$ cat src/rtl/accel_sched_pkg.sv
`default_nettype none
// ============================================================================
// Module      : accel_sched_pkg
// Description : Shared constants and types for the accelerator job scheduler:
//               register offsets, STATUS/IRQ/CTRL bit indices, AXI response
//               codes and the sequencing state enum.
// Revision    : 1.0 - initial release
// ============================================================================
package accel_sched_pkg;

    // Register word index, decoded from address bits [4:2]
    localparam logic [2:0] REG_JOB      = 3'd0;
    localparam logic [2:0] REG_STATUS   = 3'd1;
    localparam logic [2:0] REG_DONE_CNT = 3'd2;
    localparam logic [2:0] REG_CTRL     = 3'd3;
    localparam logic [2:0] REG_IRQ      = 3'd4;
    localparam logic [2:0] REG_IRQ_MASK = 3'd5;

    // STATUS bit positions; the FIFO count occupies [15:8]
    localparam int STATUS_BUSY_BIT  = 0;
    localparam int STATUS_FULL_BIT  = 1;
    localparam int STATUS_EMPTY_BIT = 2;
    localparam int STATUS_ERR_BIT   = 3;

    // CTRL bit positions
    localparam int CTRL_CLEAR_BIT = 0;
    localparam int CTRL_FLUSH_BIT = 1;

    // IRQ status/mask bit positions
    localparam int IRQ_DONE_BIT = 0;
    localparam int IRQ_ERR_BIT  = 1;

    // AXI response codes
    localparam logic [1:0] RESP_OKAY   = 2'b00;
    localparam logic [1:0] RESP_SLVERR = 2'b10;

    // Job sequencing states
    typedef enum logic [1:0] {
        S_IDLE   = 2'd0,
        S_LAUNCH = 2'd1,
        S_WAIT   = 2'd2,
        S_DONE   = 2'd3
    } sched_state_e;

    // FIFO occupancy squeezed into the 8-bit STATUS field (saturates at 255)
    function automatic logic [7:0] sat_count8(input logic [31:0] cnt);
        return (cnt > 32'd255) ? 8'hFF : cnt[7:0];
    endfunction

endpackage
`default_nettype wire

$ cat src/rtl/accel_job_scheduler_fifo.sv
`default_nettype none
// ============================================================================
// Module      : sched_fifo
// Description : Synchronous DEPTH x DW job FIFO with push, pop, flush and an
//               occupancy count. Output data is the head entry (show-ahead).
//               Push to a full FIFO and pop from an empty FIFO are ignored;
//               flush overrides push and pop in the same cycle.
// Revision    : 1.0 - initial release
// ============================================================================
module sched_fifo #(
    parameter int DEPTH = 8,
    parameter int DW    = 32
) (
    input  logic                     aclk,
    input  logic                     aresetn,
    input  logic                     push,
    input  logic [DW-1:0]            din,
    input  logic                     pop,
    input  logic                     flush,
    output logic [DW-1:0]            dout,
    output logic                     full,
    output logic                     empty,
    output logic [$clog2(DEPTH):0]   count
);

    localparam int AW = $clog2(DEPTH);

    logic [DW-1:0] mem_q [DEPTH];
    logic [AW-1:0] wr_ptr_q, wr_ptr_d;
    logic [AW-1:0] rd_ptr_q, rd_ptr_d;
    logic [AW:0]   count_q, count_d;
    logic          w_do_push;
    logic          w_do_pop;

    assign full  = (count_q == (AW+1)'(DEPTH));
    assign empty = (count_q == '0);
    assign count = count_q;
    assign dout  = mem_q[rd_ptr_q];

    // Pointer and occupancy update; flush discards everything queued
    always_comb begin
        w_do_push = push & ~full;
        w_do_pop  = pop & ~empty;
        wr_ptr_d  = wr_ptr_q;
        rd_ptr_d  = rd_ptr_q;
        count_d   = count_q;
        if (flush) begin
            wr_ptr_d = '0;
            rd_ptr_d = '0;
            count_d  = '0;
        end else begin
            if (w_do_push) wr_ptr_d = wr_ptr_q + AW'(1);
            if (w_do_pop)  rd_ptr_d = rd_ptr_q + AW'(1);
            count_d = count_q + {{AW{1'b0}}, w_do_push} - {{AW{1'b0}}, w_do_pop};
        end
    end

    // Pointer/count registers
    always_ff @(posedge aclk or negedge aresetn) begin
        if (!aresetn) begin
            wr_ptr_q <= '0;
            rd_ptr_q <= '0;
            count_q  <= '0;
        end else begin
            wr_ptr_q <= wr_ptr_d;
            rd_ptr_q <= rd_ptr_d;
            count_q  <= count_d;
        end
    end

    // Storage array; contents need no reset since count gates visibility
    always_ff @(posedge aclk) begin
        if (w_do_push && !flush) mem_q[wr_ptr_q] <= din;
    end

endmodule
`default_nettype wire

$ cat src/rtl/accel_job_scheduler.sv
`default_nettype none
// ============================================================================
// Module      : accel_job_scheduler
// Description : AXI-Lite slave that queues 32-bit job descriptors and
//               sequences the accelerator through a start pulse / Finish
//               rising-edge handshake, one job at a time, with a watchdog,
//               completion counter, sticky error flag and flush/clear control.
//               Optional macro SCHED_IRQ_EN adds the irq output and the
//               IRQ (0x10, W1C) / IRQ_MASK (0x14) registers.
// Revision    : 1.0 - initial release
// ============================================================================
module accel_job_scheduler
    import accel_sched_pkg::*;
#(
    parameter int DEPTH          = 8,
    parameter int TIMEOUT_CYCLES = 1000000,
    parameter int CNT_W          = 16
) (
    input  logic        aclk,
    input  logic        aresetn,
    input  logic        awvalid,
    output logic        awready,
    input  logic [31:0] awaddr,
    input  logic        wvalid,
    output logic        wready,
    input  logic [31:0] wdata,
    input  logic [3:0]  wstrb,
    output logic        bvalid,
    input  logic        bready,
    output logic [1:0]  bresp,
    input  logic        arvalid,
    output logic        arready,
    input  logic [31:0] araddr,
    output logic        rvalid,
    input  logic        rready,
    output logic [31:0] rdata,
    output logic [1:0]  rresp,
    output logic        start,
    output logic [31:0] job_arg,
    input  logic        Finish,
    output logic        busy
`ifdef SCHED_IRQ_EN
    ,
    output logic        irq
`endif
);

    localparam int TMO_W = (TIMEOUT_CYCLES > 1) ? $clog2(TIMEOUT_CYCLES) : 1;
    localparam logic [TMO_W-1:0] TMO_MAX = TMO_W'((TIMEOUT_CYCLES > 0) ? TIMEOUT_CYCLES - 1 : 0);

    sched_state_e     state_q, state_d;
    logic             awready_q, awready_d;
    logic             bvalid_q, bvalid_d;
    logic [1:0]       bresp_q, bresp_d;
    logic             arready_q, arready_d;
    logic             rvalid_q, rvalid_d;
    logic [31:0]      rdata_q, rdata_d;
    logic             start_q, start_d;
    logic [31:0]      job_arg_q, job_arg_d;
    logic             finish_q;
    logic [TMO_W-1:0] tmo_q, tmo_d;
    logic             done_ok_q, done_ok_d;
    logic             err_q, err_d;
    logic [CNT_W-1:0] done_cnt_q, done_cnt_d;

    logic                   w_wr_en, w_rd_en, w_push, w_pop;
    logic                   w_clear, w_flush, w_finish_rise;
    logic                   w_tmo_evt, w_done_evt;
    logic [2:0]             w_wr_sel, w_rd_sel;
    logic [31:0]            w_rd_data, w_status, w_fifo_dout;
    logic                   w_full, w_empty;
    logic [$clog2(DEPTH):0] w_count;
    logic                   w_unused;

    assign awready = awready_q;
    assign wready  = awready_q;
    assign bvalid  = bvalid_q;
    assign bresp   = bresp_q;
    assign arready = arready_q;
    assign rvalid  = rvalid_q;
    assign rdata   = rdata_q;
    assign rresp   = RESP_OKAY;
    assign start   = start_q;
    assign job_arg = job_arg_q;
    assign busy    = (state_q == S_LAUNCH) || (state_q == S_WAIT);

    assign w_wr_sel      = awaddr[4:2];
    assign w_rd_sel      = araddr[4:2];
    assign w_wr_en       = awready_q & awvalid & wvalid;
    assign w_rd_en       = arready_q & arvalid;
    assign w_push        = w_wr_en && (w_wr_sel == REG_JOB) && !w_full;
    assign w_clear       = w_wr_en && (w_wr_sel == REG_CTRL) && wdata[CTRL_CLEAR_BIT];
    assign w_flush       = w_wr_en && (w_wr_sel == REG_CTRL) && wdata[CTRL_FLUSH_BIT];
    assign w_finish_rise = Finish & ~finish_q;

    sched_fifo #(
        .DEPTH (DEPTH),
        .DW    (32)
    ) u_fifo (
        .aclk    (aclk),
        .aresetn (aresetn),
        .push    (w_push),
        .din     (wdata),
        .pop     (w_pop),
        .flush   (w_flush),
        .dout    (w_fifo_dout),
        .full    (w_full),
        .empty   (w_empty),
        .count   (w_count)
    );

    // AXI-Lite write/read channel handshakes; ready is a one-cycle pulse
    always_comb begin
        awready_d = awvalid & wvalid & ~bvalid_q & ~awready_q;
        bvalid_d  = bvalid_q;
        bresp_d   = bresp_q;
        if (w_wr_en) begin
            bvalid_d = 1'b1;
            bresp_d  = ((w_wr_sel == REG_JOB) && w_full) ? RESP_SLVERR : RESP_OKAY;
        end else if (bvalid_q && bready) begin
            bvalid_d = 1'b0;
        end

        arready_d = arvalid & ~rvalid_q & ~arready_q;
        rvalid_d  = rvalid_q;
        rdata_d   = rdata_q;
        if (w_rd_en) begin
            rvalid_d = 1'b1;
            rdata_d  = w_rd_data;
        end else if (rvalid_q && rready) begin
            rvalid_d = 1'b0;
        end
    end

    // Register read multiplexer
    always_comb begin
        w_status                   = '0;
        w_status[STATUS_BUSY_BIT]  = busy;
        w_status[STATUS_FULL_BIT]  = w_full;
        w_status[STATUS_EMPTY_BIT] = w_empty;
        w_status[STATUS_ERR_BIT]   = err_q;
        w_status[15:8]             = sat_count8(32'(w_count));
        w_rd_data                  = '0;
        case (w_rd_sel)
            REG_STATUS:   w_rd_data = w_status;
            REG_DONE_CNT: w_rd_data = 32'(done_cnt_q);
`ifdef SCHED_IRQ_EN
            REG_IRQ:      w_rd_data = {30'd0, irq_q};
            REG_IRQ_MASK: w_rd_data = {30'd0, irq_mask_q};
`endif
            default:      w_rd_data = '0;
        endcase
    end

    // Job sequencing: pop and launch, wait for Finish edge or watchdog
    always_comb begin
        state_d    = state_q;
        start_d    = 1'b0;
        job_arg_d  = job_arg_q;
        tmo_d      = '0;
        done_ok_d  = done_ok_q;
        w_pop      = 1'b0;
        w_tmo_evt  = 1'b0;
        w_done_evt = 1'b0;
        case (state_q)
            S_IDLE: begin
                if (!w_empty) begin
                    w_pop     = 1'b1;
                    job_arg_d = w_fifo_dout;
                    start_d   = 1'b1;
                    state_d   = S_LAUNCH;
                end
            end
            S_LAUNCH: begin
                state_d = S_WAIT;
            end
            S_WAIT: begin
                if (w_finish_rise) begin
                    done_ok_d = 1'b1;
                    state_d   = S_DONE;
                end else if ((TIMEOUT_CYCLES != 0) && (tmo_q == TMO_MAX)) begin
                    done_ok_d = 1'b0;
                    w_tmo_evt = 1'b1;
                    state_d   = S_DONE;
                end else begin
                    tmo_d = tmo_q + TMO_W'(1);
                end
            end
            S_DONE: begin
                w_done_evt = done_ok_q;
                state_d    = S_IDLE;
            end
            default: state_d = S_IDLE;
        endcase
    end

    // Sticky error and completion counter; a CTRL clear beats any update
    always_comb begin
        err_d      = err_q;
        done_cnt_d = done_cnt_q;
        if (w_clear) begin
            err_d      = 1'b0;
            done_cnt_d = '0;
        end else begin
            if (w_tmo_evt)  err_d      = 1'b1;
            if (w_done_evt) done_cnt_d = done_cnt_q + CNT_W'(1);
        end
    end

    // Main state registers
    always_ff @(posedge aclk or negedge aresetn) begin
        if (!aresetn) begin
            state_q    <= S_IDLE;
            awready_q  <= 1'b0;
            bvalid_q   <= 1'b0;
            bresp_q    <= RESP_OKAY;
            arready_q  <= 1'b0;
            rvalid_q   <= 1'b0;
            rdata_q    <= '0;
            start_q    <= 1'b0;
            job_arg_q  <= '0;
            finish_q   <= 1'b0;
            tmo_q      <= '0;
            done_ok_q  <= 1'b0;
            err_q      <= 1'b0;
            done_cnt_q <= '0;
        end else begin
            state_q    <= state_d;
            awready_q  <= awready_d;
            bvalid_q   <= bvalid_d;
            bresp_q    <= bresp_d;
            arready_q  <= arready_d;
            rvalid_q   <= rvalid_d;
            rdata_q    <= rdata_d;
            start_q    <= start_d;
            job_arg_q  <= job_arg_d;
            finish_q   <= Finish;
            tmo_q      <= tmo_d;
            done_ok_q  <= done_ok_d;
            err_q      <= err_d;
            done_cnt_q <= done_cnt_d;
        end
    end

`ifdef SCHED_IRQ_EN
    logic [1:0] irq_q, irq_d;
    logic [1:0] irq_mask_q, irq_mask_d;

    assign irq = |(irq_q & irq_mask_q);

    // Interrupt status (W1C, set wins over clear) and mask register
    always_comb begin
        irq_d      = irq_q;
        irq_mask_d = irq_mask_q;
        if (w_wr_en && (w_wr_sel == REG_IRQ))      irq_d      = irq_q & ~wdata[1:0];
        if (w_wr_en && (w_wr_sel == REG_IRQ_MASK)) irq_mask_d = wdata[1:0];
        if (w_done_evt) irq_d[IRQ_DONE_BIT] = 1'b1;
        if (w_tmo_evt)  irq_d[IRQ_ERR_BIT]  = 1'b1;
    end

    // Interrupt registers
    always_ff @(posedge aclk or negedge aresetn) begin
        if (!aresetn) begin
            irq_q      <= '0;
            irq_mask_q <= '0;
        end else begin
            irq_q      <= irq_d;
            irq_mask_q <= irq_mask_d;
        end
    end

    assign w_unused = ^{wstrb, awaddr[31:5], awaddr[1:0], araddr[31:5], araddr[1:0]};
`else
    assign w_unused = ^{wstrb, awaddr[31:5], awaddr[1:0], araddr[31:5], araddr[1:0],
                        REG_IRQ, REG_IRQ_MASK, IRQ_DONE_BIT, IRQ_ERR_BIT};
`endif

endmodule
`default_nettype wire

$ cat config.mk
export PLATFORM = sky130hd
export DESIGN_NAME = accel_job_scheduler
export DESIGN_NICKNAME = d
export VERILOG_FILES = /design/src/rtl/accel_sched_pkg.sv /design/src/rtl/accel_job_scheduler_fifo.sv /design/src/rtl/accel_job_scheduler.sv
export SDC_FILE = /design/constraint.sdc
export NUM_CORES = 1
export LEC_CHECK = 0
export CAP_MARGIN = 5
export CORE_ASPECT_RATIO = 1.1
export CORE_MARGIN = 3
export CORE_UTILIZATION = 50
export CTS_CLUSTER_SIZE = 20
export DETAILED_ROUTE_END_ITERATION = 6
export PLACE_DENSITY = 0.73
export SYNTH_ARGS = -nofsm -noshare
export SYNTH_HDL_FRONTEND = slang
export SYNTH_HIERARCHICAL = 1
export SYNTH_SLANG_ARGS = --single-unit
$ cat constraint.sdc
create_clock -name aclk -period 9.72 [get_ports aclk]
set_input_delay 2.43 -clock aclk [delete_from_list [all_inputs] [get_ports aclk]]
set_output_delay 2.43 -clock aclk [all_outputs]
set_load 0.01 [all_outputs]
==> out/metrics.yaml <==
power_and_ir_drop:
  p_leak_uw: 0.00610
  power_density_nw_per_um2: 266
  ir_worst_vdd_uv: 185
floorplanning:
  die_h_um: 186
  die_x_um: 170
  core-area_um2: 29000
  initial_utilization: 0.511
  ios: 183
  dieArea_um2: 31700
  num_rows: 65
status:
  outcome: "finished, final reports clean"
worst_setup_path:
  crit_family: "simple AND/OR/NAND/NOR gates"
  timing.rr.end: "u_fifo/mem_q[4][24]"
  required_ns: 9.87
  arrival_ns: 5.48
  cp_num_buf_inv: 3
  timing.rr.start: "u_fifo/count[2]"
  cp-startpoint: "awaddr[3]"
  worstSetupPathType: "input pin to flop"
  cp_max_fo: 27
  cpMaxStageDelayCell: "or4_1"
  worstPathCellList: "clkdlybuf4s50_1 -> or3_1 -> nor3_1 -> inv_1 -> or4_1 -> nor2_4 -> buf_4"
  rrSetupSlack_ns: 6.07
  max_stage_delay_ns: 0.74
  endpoint_kind: "flop"
  crit_path_start_kind: "input pin"
  reg2regPathDepth: 9
clocking:
  cts_root_buf: "clkbuf_16"
  cts_buffers: 37
  insertion_delay_ns: 0.52
  cts_resized: 0
  htreeDepth: 2
  cts.sinks: 361
  cts_tree: "yes"
  hold_buffers: 0
  clk_pin_slew_ns: 0.06
  clockBufferDepth: 3
  cts_setup_buffers: 0
yosys:
  synth_top_area_cell: "edfxtp_1"
  ys_ff_latch: 361
  ys_seq_area_frac: 0.697
  synthXorXnorAreaFrac: 0.0142
  synthAdderAreaFrac: 0.0132
  synth_top_area_share: 0.519
  synth_area_um2: 14800
  synthMuxAreaShare: 0.156
  synth_cell_types: 56
  synth-main-ff-cell: "edfxtp_1"
  synthCells: 851
  avgSynthCellArea_um2: 17.4
  synth_top_family_by_area: "multiplexers"
  yosysMostFrequentCell: "edfxtp_1"
  synth_warnings: 6
  async_flop_share: 0.291
  synthTopCellsByCount: "edfxtp_1 (256), dfrtp_1 (105), mux2_2 (64)"
  synth_edf_count: 256
  synth.top_cells.by_area: "edfxtp_1 (52%), dfrtp_1 (18%), mux4_2 (6.2%)"
  yosys.area_share.simple: 0.0638
  synth_compound_area_frac: 0.0264
worst_hold_path:
  hp-start: "arready"
  min_to: "arready"
  min_path_type: "flop to flop"
  whs_path_depth: 1
drt:
  antenna_left: 0
  avgRoutedWirePerCell_um: 20.8
  dr_total_vias: 7776
  dr.pass1.iters: 4
  wirelength_um: 28400
  route.detailed.drc: 0
  routed_via_density: 5.68
  first_iter_violations: 532
timing:
  setup_viol: 0
  slew_headroom: 0.290
  rsz0062_at_grt: "false"
  min_period_over_period: 0.548
  skew_ns: 0.0146
  tns_ns: 0
  clock.fmax_mhz: 188
  holdWs_ns: 0.460
  drv_slew: 0
  hold_violations: 0
  worst_pin_slew_ns: 1.06
  fin_crit_ns: 5.33
placement:
  place_inst: 1300
  portBuffers: 101
  gp_congestion: 0.753
  dpl.hpwl_um: 16500
finish:
  final_cell_count_no_fill: 1368
  drive_gt1_frac: 0.200
  fin_nets: 1094
  fillerInstances: 2110
  syn2layout_area_growth_pct: 17.9
grt:
  grt_max_degree: 69
  grt_pass1_wl_um: 45300
  track_usage: 0.183
  grt_overflow: 0
  grt_pass1_vias: 7979
  antenna_found_initial: 1
flow_run:
  max_cap_violations: 0
==> flip-flops by register name (all words and copies together), names as in the netlist <==
name and flops:
done_cnt_q 16, state_q 2, arready 1, u_fifo/count 4, u_fifo/mem_q 256, rdata 16, err_q 1, awready 1
tmo_q 20, finish_q 1, u_fifo/rd_ptr_q 3, start 1, job_arg 32, rvalid 1, u_fifo/wr_ptr_q 3, done_ok_q 1
bresp 1, bvalid 1
==> cell usage in the layout, fill, tap and decap left out, types with 4 or more instances in the layout <==
cell type / instances
edfxtp_1: 256
dfrtp_1: 102
clkdlybuf4s50_1: 100
mux2_2: 64
nand2_1: 45
mux4_2: 41
clkbuf_16: 38
nor2_1: 37
o21ai_0: 27
mux4_1: 23
conb_1: 19
inv_1: 18
xnor2_1: 16
buf_4: 16
nand3_1: 15
ha_1: 14
nor3_1: 12
a21oi_1: 12
nand4_1: 8
xor2_1: 8
a22oi_1: 8
nand2b_1: 7
clkbuf_8: 7
and3_1: 6
or4_1: 6
nor2_4: 6
mux2i_1: 5
or3_1: 5
clkinv_2: 5
bufinv_16: 5
clkbuf_1: 5
and2_1: 4
nor4_1: 4
nor3b_1: 4
o31ai_1: 4
clkinv_1: 4
nor2b_1: 4
==> cell type report <==
class / count / area [um2] / share of cell area
clock inverter: 17 / 223 / 0.0128
inverter: 18 / 67.6 / 0.00387
multi-input combinational: 437 / 4180 / 0.240
timing repair buffer: 116 / 1120 / 0.0643
tap: 368 / 460 / 0.0264
sequential: 361 / 10300 / 0.592
antenna: 1 / 2.50 / 0.000143
clock buffer: 50 / 1070 / 0.0611
==> layer usage <==
metal / GRT usage / up-vias / wire (um)
li1: - / 3514 / -
met1: 0.253 / 3996 / 11900
met2: 0.303 / 220 / 14300
met3: 0.0318 / 46 / 1510
met4: 0.0524 / 0 / 676
met5: 0 / - / 0
==> per-stage QoR <==
step                      cell area (um2)   util  power, uW  worst slack [ns]
final                               17400  0.603       4640              4.39
after global routing                17400  0.603       4870              4.28
after CTS                           17400  0.602       4700              4.36
after detailed placement            16200  0.558       3220              3.84
after global placement              16200  0.558       3200              3.88
after floorplan                     14900      -       2830              3.30
==> worst register-to-register path: stages, from the launching register on <==
cell,delay (ns)
dfrtp_1,0.36
inv_1,0.08
ha_1,0.20
or3b_1,0.20
inv_1,0.16
nor3_1,0.57
inv_1,0.18
or4_1,0.74
nor2_4,0.31
buf_4,0.48
==> report_power, final <==
part / switching [uW] / leakage (uW) / total, uW / internal (uW)
Combinational: 522 / 0.00187 / 1230 / 704
Sequential: 158 / 0.00360 / 1950 / 1800
Clock: 556 / 0.000633 / 1460 / 904
==> kinds of logic (layout without fill, tap and decap cells) <==
group | Yosys count | after routing
flops | 361 | 361
buf+inv | 71 | 201
xor+xnor | 24 | 24
mux | 134 | 134
fa+ha+maj | 15 | 15
other cells | 1 | 20
compound gates | 64 | 64
simple gates | 181 | 181
==> worst max-delay path by stage <==
stage / to / depth (start not counted)
after floorplan: u_fifo/mem_q[0][0] / 5
after global placement: u_fifo/mem_q[4][29] / 7
after detailed placement: u_fifo/mem_q[4][29] / 7
after CTS: u_fifo/mem_q[4][1] / 7
after global routing: u_fifo/mem_q[4][8] / 7
final: u_fifo/mem_q[4][24] / 7
Power figures use the tool's default switching activity.
